===== config.mk =====
export PLATFORM = sky130hd
export DESIGN_NAME = rng_request_arbiter
export DESIGN_NICKNAME = d
export VERILOG_FILES = /design/src/rtl/rng_arb_pkg.sv /design/src/rtl/rng_rr_pick.sv /design/src/rtl/rng_request_arbiter.sv
export SDC_FILE = /design/constraint.sdc
export NUM_CORES = 1
export LEC_CHECK = 0
export BUFFER_PORTS_ARGS = -buffer_cell sky130_fd_sc_hd__buf_4
export CORE_ASPECT_RATIO = 1.5
export CORE_UTILIZATION = 25
export DETAILED_ROUTE_END_ITERATION = 10
export GPL_TIMING_DRIVEN = 0
export PLACE_DENSITY = 0.48
export SKIP_CTS_REPAIR_TIMING = 1
export SLEW_MARGIN = 5
export SYNTH_ARGS = -nofsm -noshare
export SYNTH_HDL_FRONTEND = slang
export SYNTH_SLANG_ARGS = --single-unit

===== constraint.sdc =====
create_clock -name clk -period 3.95 [get_ports clk]
set_clock_uncertainty 0.15 [all_clocks]
set_input_delay 0.395 -clock clk [delete_from_list [all_inputs] [get_ports clk]]
set_output_delay 0.395 -clock clk [all_outputs]
set_load 0.005 [all_outputs]

===== src/rtl/rng_arb_pkg.sv =====
// Shared FSM encoding and constants for the RNG request arbiter and its picker.
package rng_arb_pkg;

    typedef enum logic [1:0] {
        ST_RESEED  = 2'd0,
        ST_IDLE    = 2'd1,
        ST_RUN     = 2'd2,
        ST_DELIVER = 2'd3
    } arb_state_e;

    // Core state value that marks a freshly produced number.
    localparam logic [7:0]  GEN_DONE_STATE = 8'd100;
    localparam int          RESEED_CYCLES  = 2;
    localparam logic [31:0] DEFAULT_SEED   = 32'd200;

endpackage : rng_arb_pkg


===== src/rtl/rng_rr_pick.sv =====
// Combinational round-robin picker: first set request at or after ptr_i, wrapping to 0.
// Zero latency; produces both a one-hot grant and its index.
module rng_rr_pick #(
    parameter int NUM_REQ = 4,
    parameter int PTR_W   = 2
) (
    input  logic [NUM_REQ-1:0] req_i,
    input  logic [PTR_W-1:0]   ptr_i,
    output logic [NUM_REQ-1:0] gnt_o,
    output logic [PTR_W-1:0]   gnt_idx_o,
    output logic               any_o
);

    always_comb begin
        gnt_o     = '0;
        gnt_idx_o = '0;
        any_o     = 1'b0;
        for (int i = 0; i < NUM_REQ; i++) begin
            int idx;
            idx = int'(ptr_i) + i;
            if (idx >= NUM_REQ) idx = idx - NUM_REQ;
            if (!any_o && req_i[idx]) begin
                any_o      = 1'b1;
                gnt_o[idx] = 1'b1;
                gnt_idx_o  = PTR_W'(idx);
            end
        end
    end

endmodule : rng_rr_pick


===== src/rtl/rng_request_arbiter.sv =====
// Shares one MT19937 core among NUM_REQ clients: round-robin grant, run core until a word is done, deliver it.
// Also sequences core reseeding. Optional RUN watchdog when RNG_TIMEOUT_EN is defined.
module rng_request_arbiter #(
    parameter int                NUM_REQ      = 4,
    parameter int                DATA_W       = 32,
    parameter logic [DATA_W-1:0] DEFAULT_SEED = DATA_W'(rng_arb_pkg::DEFAULT_SEED),
    parameter int                TIMEOUT      = 8191
) (
    input  logic               clk,
    input  logic               rst_n,
    input  logic [NUM_REQ-1:0] req,
    output logic [NUM_REQ-1:0] rsp_valid,
    output logic [DATA_W-1:0]  rsp_data,
    input  logic               reseed_req,
    input  logic [DATA_W-1:0]  reseed_val,
    output logic               busy,
    output logic               gen_rst,
    output logic               gen_en,
    output logic [DATA_W-1:0]  gen_seed,
    input  logic [7:0]         gen_state,
    input  logic [DATA_W-1:0]  gen_result,
    output logic               timeout_err
);

    import rng_arb_pkg::*;

    localparam int PTR_W = (NUM_REQ > 1) ? $clog2(NUM_REQ) : 1;
    localparam int RS_W  = (RESEED_CYCLES > 1) ? $clog2(RESEED_CYCLES) : 1;

    arb_state_e         state_q, state_d;
    logic [PTR_W-1:0]   ptr_q, ptr_d;
    logic [PTR_W-1:0]   grant_q, grant_d;
    logic [NUM_REQ-1:0] grant_oh_q, grant_oh_d;
    logic [NUM_REQ-1:0] rsp_valid_q, rsp_valid_d;
    logic [DATA_W-1:0]  rsp_data_q, rsp_data_d;
    logic [DATA_W-1:0]  seed_q, seed_d;
    logic [DATA_W-1:0]  reseed_val_q, reseed_val_d;
    logic               reseed_pend_q, reseed_pend_d;
    logic               gen_rst_q, gen_rst_d;
    logic               gen_en_q, gen_en_d;
    logic               run_first_q, run_first_d;
    logic [RS_W-1:0]    rs_cnt_q, rs_cnt_d;

    logic [NUM_REQ-1:0] pick_req;
    logic [NUM_REQ-1:0] pick_gnt;
    logic [PTR_W-1:0]   pick_idx;
    logic               pick_any;
    logic               gen_done;

`ifdef RNG_TIMEOUT_EN
    localparam int TO_W = $clog2(TIMEOUT + 1);
    logic [TO_W-1:0] to_cnt_q, to_cnt_d;
    logic            timeout_err_q, timeout_err_d;
    logic            force_reseed_q, force_reseed_d;
`endif

    // A client that is just being answered may still show req this cycle; don't regrant it.
    assign pick_req = req & ~rsp_valid_q;

    rng_rr_pick #(
        .NUM_REQ (NUM_REQ),
        .PTR_W   (PTR_W)
    ) u_pick (
        .req_i     (pick_req),
        .ptr_i     (ptr_q),
        .gnt_o     (pick_gnt),
        .gnt_idx_o (pick_idx),
        .any_o     (pick_any)
    );

    // The core may still be parked at the done state on the first RUN cycle; ignore that cycle.
    assign gen_done = gen_en_q && !run_first_q && (gen_state == GEN_DONE_STATE);

    always_comb begin
        state_d       = state_q;
        ptr_d         = ptr_q;
        grant_d       = grant_q;
        grant_oh_d    = grant_oh_q;
        rsp_valid_d   = '0;
        rsp_data_d    = rsp_data_q;
        seed_d        = seed_q;
        reseed_val_d  = reseed_val_q;
        reseed_pend_d = reseed_pend_q;
        gen_rst_d     = gen_rst_q;
        gen_en_d      = gen_en_q;
        run_first_d   = run_first_q;
        rs_cnt_d      = rs_cnt_q;
`ifdef RNG_TIMEOUT_EN
        to_cnt_d       = to_cnt_q;
        timeout_err_d  = timeout_err_q;
        force_reseed_d = force_reseed_q;
`endif

        if (reseed_req && state_q != ST_IDLE) begin
            reseed_pend_d = 1'b1;
            reseed_val_d  = reseed_val;
        end

        case (state_q)
            ST_RESEED: begin
                gen_rst_d = 1'b1;
                gen_en_d  = 1'b0;
                if (rs_cnt_q == RS_W'(RESEED_CYCLES - 1)) begin
                    rs_cnt_d  = '0;
                    gen_rst_d = 1'b0;
                    state_d   = ST_IDLE;
                end else begin
                    rs_cnt_d = rs_cnt_q + 1'b1;
                end
            end
            ST_IDLE: begin
                if (reseed_req || reseed_pend_q) begin
                    seed_d        = reseed_req ? reseed_val : reseed_val_q;
                    reseed_pend_d = 1'b0;
                    gen_rst_d     = 1'b1;
                    rs_cnt_d      = '0;
                    state_d       = ST_RESEED;
                end else if (pick_any) begin
                    grant_d     = pick_idx;
                    grant_oh_d  = pick_gnt;
                    gen_en_d    = 1'b1;
                    run_first_d = 1'b1;
`ifdef RNG_TIMEOUT_EN
                    to_cnt_d    = '0;
`endif
                    state_d     = ST_RUN;
                end
            end
            ST_RUN: begin
                run_first_d = 1'b0;
                if (gen_done) begin
                    rsp_data_d = gen_result;
                    gen_en_d   = 1'b0;
                    state_d    = ST_DELIVER;
                end
`ifdef RNG_TIMEOUT_EN
                else if (to_cnt_q == TO_W'(TIMEOUT)) begin
                    rsp_data_d     = '0;
                    gen_en_d       = 1'b0;
                    timeout_err_d  = 1'b1;
                    force_reseed_d = 1'b1;
                    state_d        = ST_DELIVER;
                end else begin
                    to_cnt_d = to_cnt_q + 1'b1;
                end
`endif
            end
            ST_DELIVER: begin
                rsp_valid_d = grant_oh_q;
                ptr_d       = (grant_q == PTR_W'(NUM_REQ - 1)) ? '0 : grant_q + 1'b1;
                state_d     = ST_IDLE;
`ifdef RNG_TIMEOUT_EN
                // A hung core gets reinitialised with the seed it already had.
                if (force_reseed_q) begin
                    force_reseed_d = 1'b0;
                    gen_rst_d      = 1'b1;
                    rs_cnt_d       = '0;
                    state_d        = ST_RESEED;
                end
`endif
            end
            default: state_d = ST_RESEED;
        endcase
    end

    always_ff @(posedge clk or negedge rst_n) begin
        if (!rst_n) begin
            state_q       <= ST_RESEED;
            ptr_q         <= '0;
            grant_q       <= '0;
            grant_oh_q    <= '0;
            rsp_valid_q   <= '0;
            rsp_data_q    <= '0;
            seed_q        <= DEFAULT_SEED;
            reseed_val_q  <= '0;
            reseed_pend_q <= 1'b0;
            gen_rst_q     <= 1'b1;
            gen_en_q      <= 1'b0;
            run_first_q   <= 1'b0;
            rs_cnt_q      <= '0;
        end else begin
            state_q       <= state_d;
            ptr_q         <= ptr_d;
            grant_q       <= grant_d;
            grant_oh_q    <= grant_oh_d;
            rsp_valid_q   <= rsp_valid_d;
            rsp_data_q    <= rsp_data_d;
            seed_q        <= seed_d;
            reseed_val_q  <= reseed_val_d;
            reseed_pend_q <= reseed_pend_d;
            gen_rst_q     <= gen_rst_d;
            gen_en_q      <= gen_en_d;
            run_first_q   <= run_first_d;
            rs_cnt_q      <= rs_cnt_d;
        end
    end

`ifdef RNG_TIMEOUT_EN
    always_ff @(posedge clk or negedge rst_n) begin
        if (!rst_n) begin
            to_cnt_q       <= '0;
            timeout_err_q  <= 1'b0;
            force_reseed_q <= 1'b0;
        end else begin
            to_cnt_q       <= to_cnt_d;
            timeout_err_q  <= timeout_err_d;
            force_reseed_q <= force_reseed_d;
        end
    end
    assign timeout_err = timeout_err_q;
`else
    assign timeout_err = 1'b0;
`endif

    assign rsp_valid = rsp_valid_q;
    assign rsp_data  = rsp_data_q;
    assign busy      = (state_q != ST_IDLE);
    assign gen_rst   = gen_rst_q;
    assign gen_en    = gen_en_q;
    assign gen_seed  = seed_q;

endmodule : rng_request_arbiter


# Word level (Yosys, flattened, before mapping)
# Cells that the tools add are included.
classes:
  n_addsub: 9
  multipliers: 0
  div: 0
  n_lt_le_gt_ge: 12
  n_eq_ne: 12
  shifts: 0
  n_mux: 58
  bitwise_logic: 6
  n_reduce_logical: 26
ops:
  columns: ["op", "n"]
  rows:
  - ["2-to-1 mux 32 bit", 5]
  - ["greater-or-equal comparator 32 x 1 -> 1 bit (second input constant)", 4]
  - ["< comparator 32 x 4 -> 1 bit (second input constant)", 4]
  - ["greater-or-equal comparator 32 x 4 -> 1 bit (second input constant)", 3]
  - ["subtractor 32 x 4 -> 32 bit (second input constant)", 3]
  - ["2-to-1 mux 1 bit", 26]
  - ["2-to-1 mux 4 bit", 5]
  - ["2-to-1 mux 2 bit", 9]
  - ["bitwise OR 4 bit", 3]
  - ["logical AND 1 bit", 10]
  - ["inequality test 2 bit (second input constant)", 5]
  - ["AND reduction 3 bit", 3]
  - ["binary-select mux 1 bit (select 2 bit)", 4]
  - ["demux 1 bit (select 2 bit)", 4]
  - ["equality test 8 x 7 -> 1 bit (second input constant)", 1]
  - ["one-hot mux 2 bit (4 select lines)", 1]
  - ["adder 2 x 2 -> 3 bit (second input constant)", 2]
  - ["equality test 2 bit (second input constant)", 3]
  - ["one-hot mux 1 bit (2 select lines)", 3]
  - ["AND reduction 2 bit", 3]
  - ["bitwise AND 4 bit", 1]
  - ["logical NOT 1 bit", 4]
  - ["NOT 4 bit", 1]
  - ["AND reduction 4 bit", 1]
  - ["other kinds (14)", 15]
word_totals:
  ff_bits: 115
  latch_bits: 0
  mem_bits_rw: 0
  rom_bits: 0
  input_bits: 79
  output_inout_bits: 72
  word_cells: 136
  n_memories: 0

# Longest topological paths before layout
# Gate-level depths: netlist of the first run.
logic_depth:
  word_depth: 18
  mapped_depth: 8
  mapped_depth_nobuf: 6

# Cells and area by module
# A second synthesis of the first run with hierarchy kept.
hier_totals:
  hier_cells: 399
  hier_area_um2: 5358.9
by_module_without_submodules:
  columns: ["mod", "instances", "cells_per_inst", "area_each_um2", "seq_area_each_um2"]
  rows:
  - ["rng_request_arbiter", 1, 351, 4899.7, 2882.8]
  - ["rng_rr_pick", 1, 48, 459.2, 0.0]

# Worst setup path after synthesis of the first run
# Ideal clock, no wire load.
synth_timing:
  kind: "register -> register"
  from: "reg ptr_q[1]"
  to: "reg grant_q[0]"
  setup_time_ns: 0.087
  arrival_time_ns: 1.805
  t_required_ns: 3.713
  setup_slack_ns: 1.908
  stages_incl_launch_ff: 8
  path_buffers: 1
  period_less_slack_ns: 2.042
  cell_sequence: "dfrtp_1 -> inv_1 -> ha_1 -> buf_2 -> mux2i_1 -> a211oi_1 -> nor3_1 -> a211oi_2"
synth_between:
  elab_chain_cells: 16
  word_cells_on_any_way: 42
  cone_classes: "7 x add/sub; 4 x order compare; 24 x mux; 7 x reduce/logical"
synth_rtl:
  columns: ["element", "line_no", "source"]
  rows:
  - ["start: declaration", "rng_request_arbiter.sv:31", "logic [PTR_W-1:0] ptr_q, ptr_d;"]
  - ["start signal: assignment", "rng_request_arbiter.sv:183", "ptr_q <= ptr_d;"]
  - ["branches (longest 16 deep; another with subtractor 32 x 4 -> 32 bit)", null, null]
  - ["end signal: assignment", "rng_request_arbiter.sv:184", "grant_q <= grant_d;"]
  - ["end: declaration", "rng_request_arbiter.sv:32", "logic [PTR_W-1:0] grant_q, grant_d;"]
# Several ways; the timed one is not identified. The select of a mux whose other input is x is not followed.
# A chain may end at the register's enable or synchronous reset.

# Final worst setup path of the first run
layout_timing:
  from: "reg ptr_q[1]"
  to: "reg grant_oh_q[2]"
layout_between:
  elab_chain_cells: 16
  word_cells_on_any_way: 65
  cone_classes: "7 x add/sub; 12 x order compare; 32 x mux; 3 x bitwise; 11 x reduce/logical"
layout_rtl:
  columns: ["element", "line_no", "source"]
  rows:
  - ["branches (longest 16 deep; another with subtractor 32 x 4 -> 32 bit)", null, null]
  - ["end signal: assignment", "rng_request_arbiter.sv:185", "grant_oh_q <= grant_oh_d;"]
  - ["end: declaration", "rng_request_arbiter.sv:33", "logic [NUM_REQ-1:0] grant_oh_q, grant_oh_d;"]
# Several ways; the timed one is not identified. The select of a mux whose other input is x is not followed.

==> results of run 1 <==
==> stage by stage <==
stage | area, um^2 | setup slack, ns | instances | util
final | 7220 | 1.32 | 865 | 0.355
after global routing | 7220 | 1.18 | 865 | 0.355
after CTS | 7210 | 1.38 | 864 | 0.355
after detailed placement | 6630 | 1.38 | 832 | 0.326
after floorplan | 5160 | 1.91 | 419 | -
after global placement | 6600 | 1.52 | 831 | 0.324
==> final timing paths <==
path	cells after the start	to
worst max-delay path	7	grant_oh_q[2]
worst min-delay path	2	rsp_data[26]
worst max register to register	7	grant_oh_q[2]
worst min register to register	2	gen_seed[12]
max in group asynchronous	3	gen_seed[7]
min in group asynchronous	2	ptr_q[1]
==> state kept, by name, summed over array words and instances, names as in the netlist <==
signal         flops
run_first_q        1
grant_oh_q         4
state_q            2
rsp_data          32
reseed_pend_q      1
rs_cnt_q           1
reseed_val_q      32
rsp_valid          4
gen_en             1
ptr_q              2
gen_rst            1
gen_seed          32
grant_q            2
==> final cells by class <==
class	count	area, um^2	area share
Clock inverter	9	106	0.0147
Clock buffer	23	478	0.0662
Sequential cell	115	2880	0.399
Buffer	23	113	0.0156
Inverter	7	28.8	0.00398
Tap cell	264	330	0.0457
Multi-Input combinational cell	274	2130	0.295
Timing Repair Buffer	150	1150	0.160
==> placed cells by master, fill, tap and decap left out, types with 2 or more instances in the layout <==
cell and n:
a211oi_1 3, a21oi_1 4, a221oi_1 4, a31oi_1 6
and2_1 4, buf_2 12, buf_4 148, buf_6 2
bufinv_16 2, clkbuf_1 12, clkbuf_16 17, clkbuf_8 3
clkinv_2 3, clkinvlp_4 3, dfrtp_1 111, dfstp_2 4
ha_1 14, inv_1 6, mux2_1 6, mux2_2 58
mux2i_1 36, mux4_2 2, nand2_1 42, nand2b_1 5
nand3_1 10, nor2_1 8, nor2b_1 5, nor3_1 5
o21ai_0 43, o221ai_1 2
==> cell families after synthesis <==
group	after synthesis	synth area share
fa+ha+maj	14	0.0340
other cells	1	0.000727
compound gates	70	0.0801
mux	102	0.218
simple gates	87	0.0805
flops	115	0.559
buf+inv	30	0.0274
==> routing by layer <==
layer	share of wire	track usage	wire [um]	up-vias
met5	0	0	0	-
met4	0.018	0.0559	237	0
met3	0.065	0.0405	873	20
met1	0.40	0.143	5280	1930
met2	0.52	0.229	6960	137
li1	-	-	-	1829
==> power by group through the flow <==
stage | registers [W] | logic (W) | clock network [W]
floorplan | 0.00183 | 0.000981 | 0
global placement | 0.00185 | 0.00164 | 0
detailed placement | 0.00187 | 0.00168 | 0
CTS | 0.00186 | 0.00168 | 0.00158
global route | 0.00191 | 0.00185 | 0.00163
finish | 0.00185 | 0.00164 | 0.00153
==> reports/summary.txt, run 1 <==
status: finished clean
Worst Tran Pin Value: 0.803 ns
Startpoint Class: flop
port bufs: 148
Final setup viols: 0
sequential fraction of the synthesis area: 0.559
Syn Inst Count: 419
syn nets: 512
row count: 64
first-pass detailed-route iteration total: 4
CTS Sinks: 115
Die X: 119 um
CTS Buf Count: 17
Setup TNS Final: 0 ns
synth warn: 0
Internal: 0.00339 W
ys async rst share: 1.00
Power, Total: 0.00502 W
Buffers & Inverters on Critical Path: 2
HPWL after DPL: 9600 um
RSZ-0062 raised after global routing: false
pwr dens: 695 nW/um^2
CP cell instances: inv_1 -> ha_1 -> buf_2 -> mux2i_1 -> a211oi_1 -> o21ai_0 -> a31oi_1
worst r2r src: ptr_q[1]
CTS tree: built
Die Height: 178 um
most frequent cell after synthesis: dfrtp_1
Clock Pin Slew Worst Setup and Hold Paths: 0.06 ns
core region area: 20300 um^2
worst vdd ir: 234 uV
global-route wire length before repair: 21200 um
Yosys cell types: 43
CTS Buffer Depth: 2
initial antenna violation count: 0
Leak: 3.52 nW
Initial Util: 0.254
Antenna Nets Post-Route: 0
Clock Power Share: 0.304
Slowest-stage cell, CP: a211oi_1
Gate power share: 0.327
clock latency on the worst-skew pair: 0.41 ns
H-tree Lvls: 4
fin nets: 681
Post-synth top cells: dfrtp_1 (111), mux2_2 (58), o21ai_0 (43)
clock root buffer: clkbuf_16
syn_area_per_cell: 12.3 um^2
Crit path max-delay family: compound AO/OA/AOI/OAI gates
r2r setup slk: 1.32 ns
initial DRC count: 197
largest net degree at the start of global routing: 80
#FFs+latches synth: 115
Critical Path RT: 4.13 ns
number of I/O pins: 151
dominant cells by area after synthesis: dfrtp_1 (54%), mux2_2 (13%), mux2i_1 (7.0%), o21ai_0 (4.2%), ha_1 (3.4%)
max-cap violations: 0
Vias per Instance: 4.53
Flop pwr share: 0.369
Worst Path Class, Setup: reg -> reg
Worst Hold Class: in -> reg
top_reg_cell synth: dfrtp_1
global route overflow: 0
largest area contributor in the netlist: dfrtp_1
switch share: 0.324
highest clock rate: 0.380 GHz
EDFF count, synth: 0
Tmin final: 2.63 ns
share of cells above drive strength 1: 0.433
die area: 21200 um^2
final hold violation count: 0
Slew HR: 0.465
critical path arrival: 2.81 ns
Worst Hold Slack: 0.0404 ns
Max Slew Vio Count: 0
final wirelength: 13400 um
Synth Cell Area: 5160 um^2
Worst Setup SP: ptr_q[1]
# DRC: 0
max incr delay on CP: 0.59 ns
Layout area overhead: 40.1%
ANT cells: 0
switching pwr: 0.00163 W
Total GRT Usage: 0.130
DR vias: 3916
Filler cells: 2050
period utilization: 0.667
Hold Crit Start: gen_result[26]
CP Capture Type: flop
vias in the first global route: 4107
WL/cell: 15.4 um
gpl congestion: 0.820
Crit Path Max Fanout: 10
top cell type's share of synthesized area: 0.539
No activity file was read; power rests on OpenSTA's default activity.
==> inputs of run 2 (changes only) <==
- PLACE_DENSITY: 0.48 -> 0.49
- clock period: 3.95 -> 2.21 ns (I/O delays scaled with it)
==> run 2 against run 1 <==
Compared with the run above: combinational power grew 98%; wire length up 4.7%; cell area is 11% higher; register-to-register slack lost 1.2 ns; power increased by 85%; via count grew 6.9%; final cell count rose by 8.0%; fmax grew 24%; worst setup slack got worse by 1.2 ns; global-route usage about the same; worst hold slack improved by 0.052 ns; critical path depth increased by 1; critical path type unchanged; highest routed layer unchanged.
==> reports/summary.txt, run 2 (synthesized netlist as in run 1, its figures left out) <==
DR vias: 4185 (+6.9%)
CTS Sinks: 115 (unchanged)
clock latency on the worst-skew pair: 0.41 ns (about the same)
largest net degree at the start of global routing: 60 (-25%)
Tmin final: 2.12 ns (-0.513 ns)
Leak: 3.84 nW (+9.2%)
vias in the first global route: 4099 (-0.19%)
number of I/O pins: 151 (unchanged)
CP cell instances: buf_8 -> clkinv_8 -> ha_1 -> buf_4 -> mux4_2 -> nor2_4 -> a221oi_1 -> a31oi_1
WL/cell: 15.0 um (-3.0%)
Crit Path Max Fanout: 11 (+1)
Final setup viols: 0 (unchanged)
initial antenna violation count: 0 (unchanged)
row count: 64 (unchanged)
clock root buffer: clkbuf_16
Die Height: 178 um (unchanged)
most frequent cells in the layout: buf_4 (155), dfrtp_1 (109), dlygate4sd3_1 (65), mux2_2 (58), o21ai_0 (43)
Setup crit end: grant_oh_q[2]
fin nets: 751 (+10%)
die area: 21200 um^2 (unchanged)
core region area: 20300 um^2 (unchanged)
DP Area: 6630 um^2 (unchanged)
global route overflow: 0 (unchanged)
r2r setup slk: 0.09 ns (-1.23 ns)
pre-CTS WS: -0.325 ns (-1.71 ns)
Die X: 119 um (unchanged)
Crit path max-delay family: flip-flops
CTS Buf Count: 17 (unchanged)
final hold violation count: 0 (unchanged)
ANT cells: 0 (unchanged)
Clock Pin Slew Worst Setup and Hold Paths: 0.05 ns (about the same)
period utilization: 0.959 (+0.293)
Worst Tran Pin Value: 0.746 ns (-0.0571 ns)
Slowest-stage cell, CP: dfrtp_2
cell area after layout: 7990 um^2 (+11%)
status: finished clean
Initial Util: 0.254 (unchanged)
commonest non-fill, non-tap cell in the layout: buf_4
highest clock rate: 0.472 GHz (+24%)
worst r2r path cells: 8 (+1)
critical path arrival: 2.29 ns (-0.52 ns)
Antenna Nets Post-Route: 0 (unchanged)
Worst Hold Slack: 0.0923 ns (+0.0518 ns)
CTS tree: built
Worst Setup SP: ptr_q[0]
Slew HR: 0.503 (+0.0380)
pwr dens: 1160 nW/um^2 (+67%)
H-tree Lvls: 4 (unchanged)
max-cap violations: 0 (unchanged)
Total GRT Usage: 0.130 (+0.000192)
# DRC: 0 (unchanged)
initial DRC count: 143 (-27%)
Worst Path Class, Setup: reg -> reg
Worst Hold Class: in -> reg
CP Capture Type: flop
Critical Path RT: 2.38 ns (-1.75 ns)
Max Slew Vio Count: 0 (unchanged)
Startpoint Class: flop
Buffers & Inverters on Critical Path: 3 (+1)
final worst slack: 0.0903 ns (-1.23 ns)
HPWL after DPL: 9730 um (+1.3%)
port bufs: 148 (unchanged)
final wirelength: 14000 um (+4.7%)
number of cells on the critical path: 8 (+1)
first-pass detailed-route iteration total: 4 (unchanged)
Worst R2R End: grant_oh_q[2]
max incr delay on CP: 0.38 ns (-0.21 ns)
CTS Buffer Depth: 2 (unchanged)
Layout area overhead: 55.0%
gpl congestion: 0.743 (-9.4%)
global-route wire length before repair: 21100 um (about the same)
Vias per Instance: 4.48 (-1.0%)
Power, Total: 0.00931 W (+85%)
worst vdd ir: 610 uV (+160%)
worst r2r src: ptr_q[0]
share of cells above drive strength 1: 0.419 (-0.0132)
==> run 2: worst register-to-register path, delay by kind of cell (launching register included) <==
kind	cells	cell delay, ns
simple gates	1	0.20
mux	1	0.33
flops	1	0.38
compound gates	2	0.31
buf+inv	3	0.37
fa+ha+maj	1	0.30
==> run 2: power breakdown <==
| part | internal [W] | switching [W] |
|---|---|---|
| clock network | 0.00177 | 0.00100 |
| registers | 0.00289 | 0.000411 |
| logic | 0.00162 | 0.00162 |
==> run 2: cell type report <==
cell class                 instances  area [um^2]
sequential                       115         2890
fill                            2028        12300
timing repair buffer             220         1840
multi-input combinational        274         2180
clock inverter                    13          161
inverter                           7         42.5
buffer                            23          129
tap                              264          330
clock buffer                      18          429
==> run 2: metrics by stage <==
step           utilization  instances  setup TNS (ns)
3_5_place_dp         0.326        832           -3.51
4_1_cts              0.355        863           -3.94
3_3_place_gp         0.324        831           -2.36
6_report             0.393        934               0
5_1_grt              0.393        934        -0.00453
2_1_floorplan            -        419               0
==> run 2: worst min path at each step <==
stage / from / cells past startpoint / end
after floorplan: rst_n / 0 / gen_en
after global placement: gen_result[30] / 2 / rsp_data[30]
after detailed placement: rst_n / 1 / reseed_val_q[21]
after CTS: rst_n / 1 / reseed_val_q[21]
after global routing: reseed_req / 3 / gen_seed[7]
final: reseed_req / 3 / gen_seed[7]
==> run 2: routing by layer <==
layer	global-route usage	vias up	wire [um]
li1	-	1964	-
met1	0.141	2066	5560
met2	0.232	132	7460
met3	0.0427	23	705
met4	0.0533	0	257
met5	0	-	0
==> inputs of run 3 (changes only) <==
- ABC_AREA: unset -> 1
- PLACE_DENSITY: 0.49 -> 0.47
- clock period: 2.21 -> 2.45 ns (I/O delays scaled with it)
==> run 3 against run 2 <==
Compared with the run above: the run now ends with negative hold slack left; power decreased by 8.9%; sequential share of layout area decreased by 0.37 points; synthesized cell count increased by 38%; die area increased by 6.3%; final cell count increased by 16%; clock power decreased by 12%; non-clock buffer count decreased by 16; critical endpoint is now reseed_val_q[17].
==> reports/summary.txt, run 3 <==
# DRC: 0 (unchanged)
max-cap violations: 0 (unchanged)
Syn Inst Count: 580 (+38%)
Seq. cell area: 2880 um^2 (about the same)
most frequent cell after synthesis: nand2_1
global route overflow: 0 (unchanged)
DR vias: 4626 (+11%)
Slew HR: 0.599 (+0.0964)
CTS tree: built
WL/cell: 14.3 um (-4.7%)
CTS Buffer Depth: 2 (unchanged)
H-tree Lvls: 4 (unchanged)
top cell type's share of synthesized area: 0.506 (-0.0323)
CP Capture Type: flop
largest area contributor in the netlist: dfrtp_1
clock root buffer: clkbuf_16
syn_area_per_cell: 9.46 um^2 (-23%)
Synth Cell Area: 5490 um^2 (+6.4%)
Worst Path Class, Setup: reg -> reg
final hold violation count: 13 (+13)
Filler cells: 2237 (+10%)
RSZ-0062 raised after global routing: false
EDFF count, synth: 0 (unchanged)
Antenna Nets Post-Route: 0 (unchanged)
#FFs+latches synth: 115 (unchanged)
initial antenna violation count: 0 (unchanged)
number of I/O pins: 151 (unchanged)
vias in the first global route: 4496 (+9.7%)
die area: 22600 um^2 (+6.3%)
CTS Buf Count: 17 (unchanged)
worst vdd ir: 482 uV (-21%)
status: complete, but fails checks
first-pass detailed-route iteration total: 5 (+1)
Startpoint Class: flop
Max Slew Vio Count: 0 (unchanged)
initial DRC count: 169 (+18%)
share of cells above drive strength 1: 0.312 (-0.107)
failing checks: negative hold slack
Finished Layout Cells: 1086 (+16%)
ys async rst share: 1.00 (unchanged)
CTS Sinks: 115 (unchanged)
global-route wire length before repair: 24000 um (+14%)
critical path arrival: 2.37 ns (+0.08 ns)
clock latency on the worst-skew pair: 0.40 ns (about the same)
largest net degree at the start of global routing: 69 (+15%)
gpl congestion: 0.825 (+11%)
top_reg_cell synth: dfrtp_1
row count: 66 (+3.1%)
Layout area overhead: 47.2%
Worst Hold Class: in -> reg
Worst Tran Pin Value: 0.601 ns (-0.145 ns)
highest clock rate: 0.442 GHz (-6.4%)
ANT cells: 0 (unchanged)
synth warn: 0 (unchanged)
port bufs: 149 (+0.68%)
Clock Pin Slew Worst Setup and Hold Paths: 0.06 ns (about the same)
syn nets: 673 (+31%)
period utilization: 0.924 (-0.0348)
Total GRT Usage: 0.141 (+0.0105)
Vias per Instance: 4.26 (-4.9%)
HPWL after DPL: 11000 um (+13%)
Placed Cells: 1002 (+20%)
Die Height: 183 um (+3.1%)
Core Util, Final: 0.373 (-0.0198)
Crit Path Max Fanout: 10 (-1)
Die X: 123 um (+3.1%)
Final setup viols: 0 (unchanged)
Leak: 4.22 nW (+9.8%)
most frequent cells in the layout: nand2_1 (160), buf_4 (152), dfrtp_1 (110), o21ai_0 (92), inv_1 (60)
core region area: 21600 um^2 (+6.4%)
fin nets: 894 (+19%)
Setup TNS Final: 0 ns (unchanged)
Initial Util: 0.254 (about the same)
sequential fraction of the synthesis area: 0.525 (-0.0335)
area of the multi-input gates: 2230 um^2 (+2.5%)
Worst Hold Slack: -0.0279 ns (-0.120 ns)
commonest non-fill, non-tap cell in the layout: nand2_1
final wirelength: 15500 um (+11%)
Power, Total: 0.00848 W (-8.9%)
Tmin final: 2.26 ns (+0.145 ns)
pwr dens: 1050 nW/um^2 (-9.8%)
dominant cells by area after synthesis: dfrtp_1 (51%), nand2_1 (11%), o21ai_0 (8.4%), mux2_4 (8.2%), inv_1 (4.2%)
Critical Path RT: 2.56 ns (+0.18 ns)
Yosys cell types: 31 (-28%)
Post-synth top cells: nand2_1 (160), dfrtp_1 (111), o21ai_0 (92)
[run 3: logic make-up after synthesis]
group	synth area share
and+or+nand+nor	0.191
DFF	0.525
AOI/OAI and AO/OA	0.0967
buffers and inverters	0.0677
muxes	0.0862
adders and majority gates	0.0319
other	0.000683
[run 3: worst max-delay path: stages, from the launching register on]
cell and delay, ns:
dfrtp_1 0.42, inv_1 0.12, ha_1 0.27, inv_1 0.13, nand2_1 0.34, clkbuf_1 0.52
o21ai_0 0.17
[run 3: report_power, final]
part	switching, W	internal [W]
Clock	0.000925	0.00153
Sequential	0.000381	0.00258
Combinational	0.00180	0.00127
[run 3: area by class of cell]
class / instances / share of cell area
Timing Repair Buffer: 202 / 0.206
Clock inverter: 12 / 0.0164
Tap cell: 272 / 0.0422
Sequential cell: 115 / 0.357
Inverter: 62 / 0.0299
Clock buffer: 20 / 0.0553
Buffer: 25 / 0.0166
Multi-Input combinational cell: 378 / 0.276
[run 3: stage by stage]
stage,setup WS (ns),instance area (um^2)
floorplan,0.414,5490
global placement,0.0906,6950
detailed placement,0.0985,6980
CTS,0.0863,7560
global route,0.0167,8070
finish,0.185,8070
[run 3: worst paths after layout]
check	endpoint	from	slack (ns)	cells past startpoint
worst max-delay path	reseed_val_q[17]	state_q[1]	0.19	6
worst min-delay path	reseed_val_q[6]	reseed_val[6]	-0.03	3
worst max register to register	reseed_val_q[17]	state_q[1]	0.19	6
worst min register to register	rsp_valid[0]	grant_oh_q[0]	0.31	2
max in group asynchronous	gen_rst	rst_n	1.20	3
min in group asynchronous	gen_seed[21]	rst_n	0.19	2
[run 3: metal layers]
metal  up-vias  global-route usage  routed length (um)
met5         -                   0                   0
met4         0              0.0488                 165
met3        13              0.0341                 708
met2       107               0.249                8270
met1      2200               0.162                6340
li1       2306                   -                   -
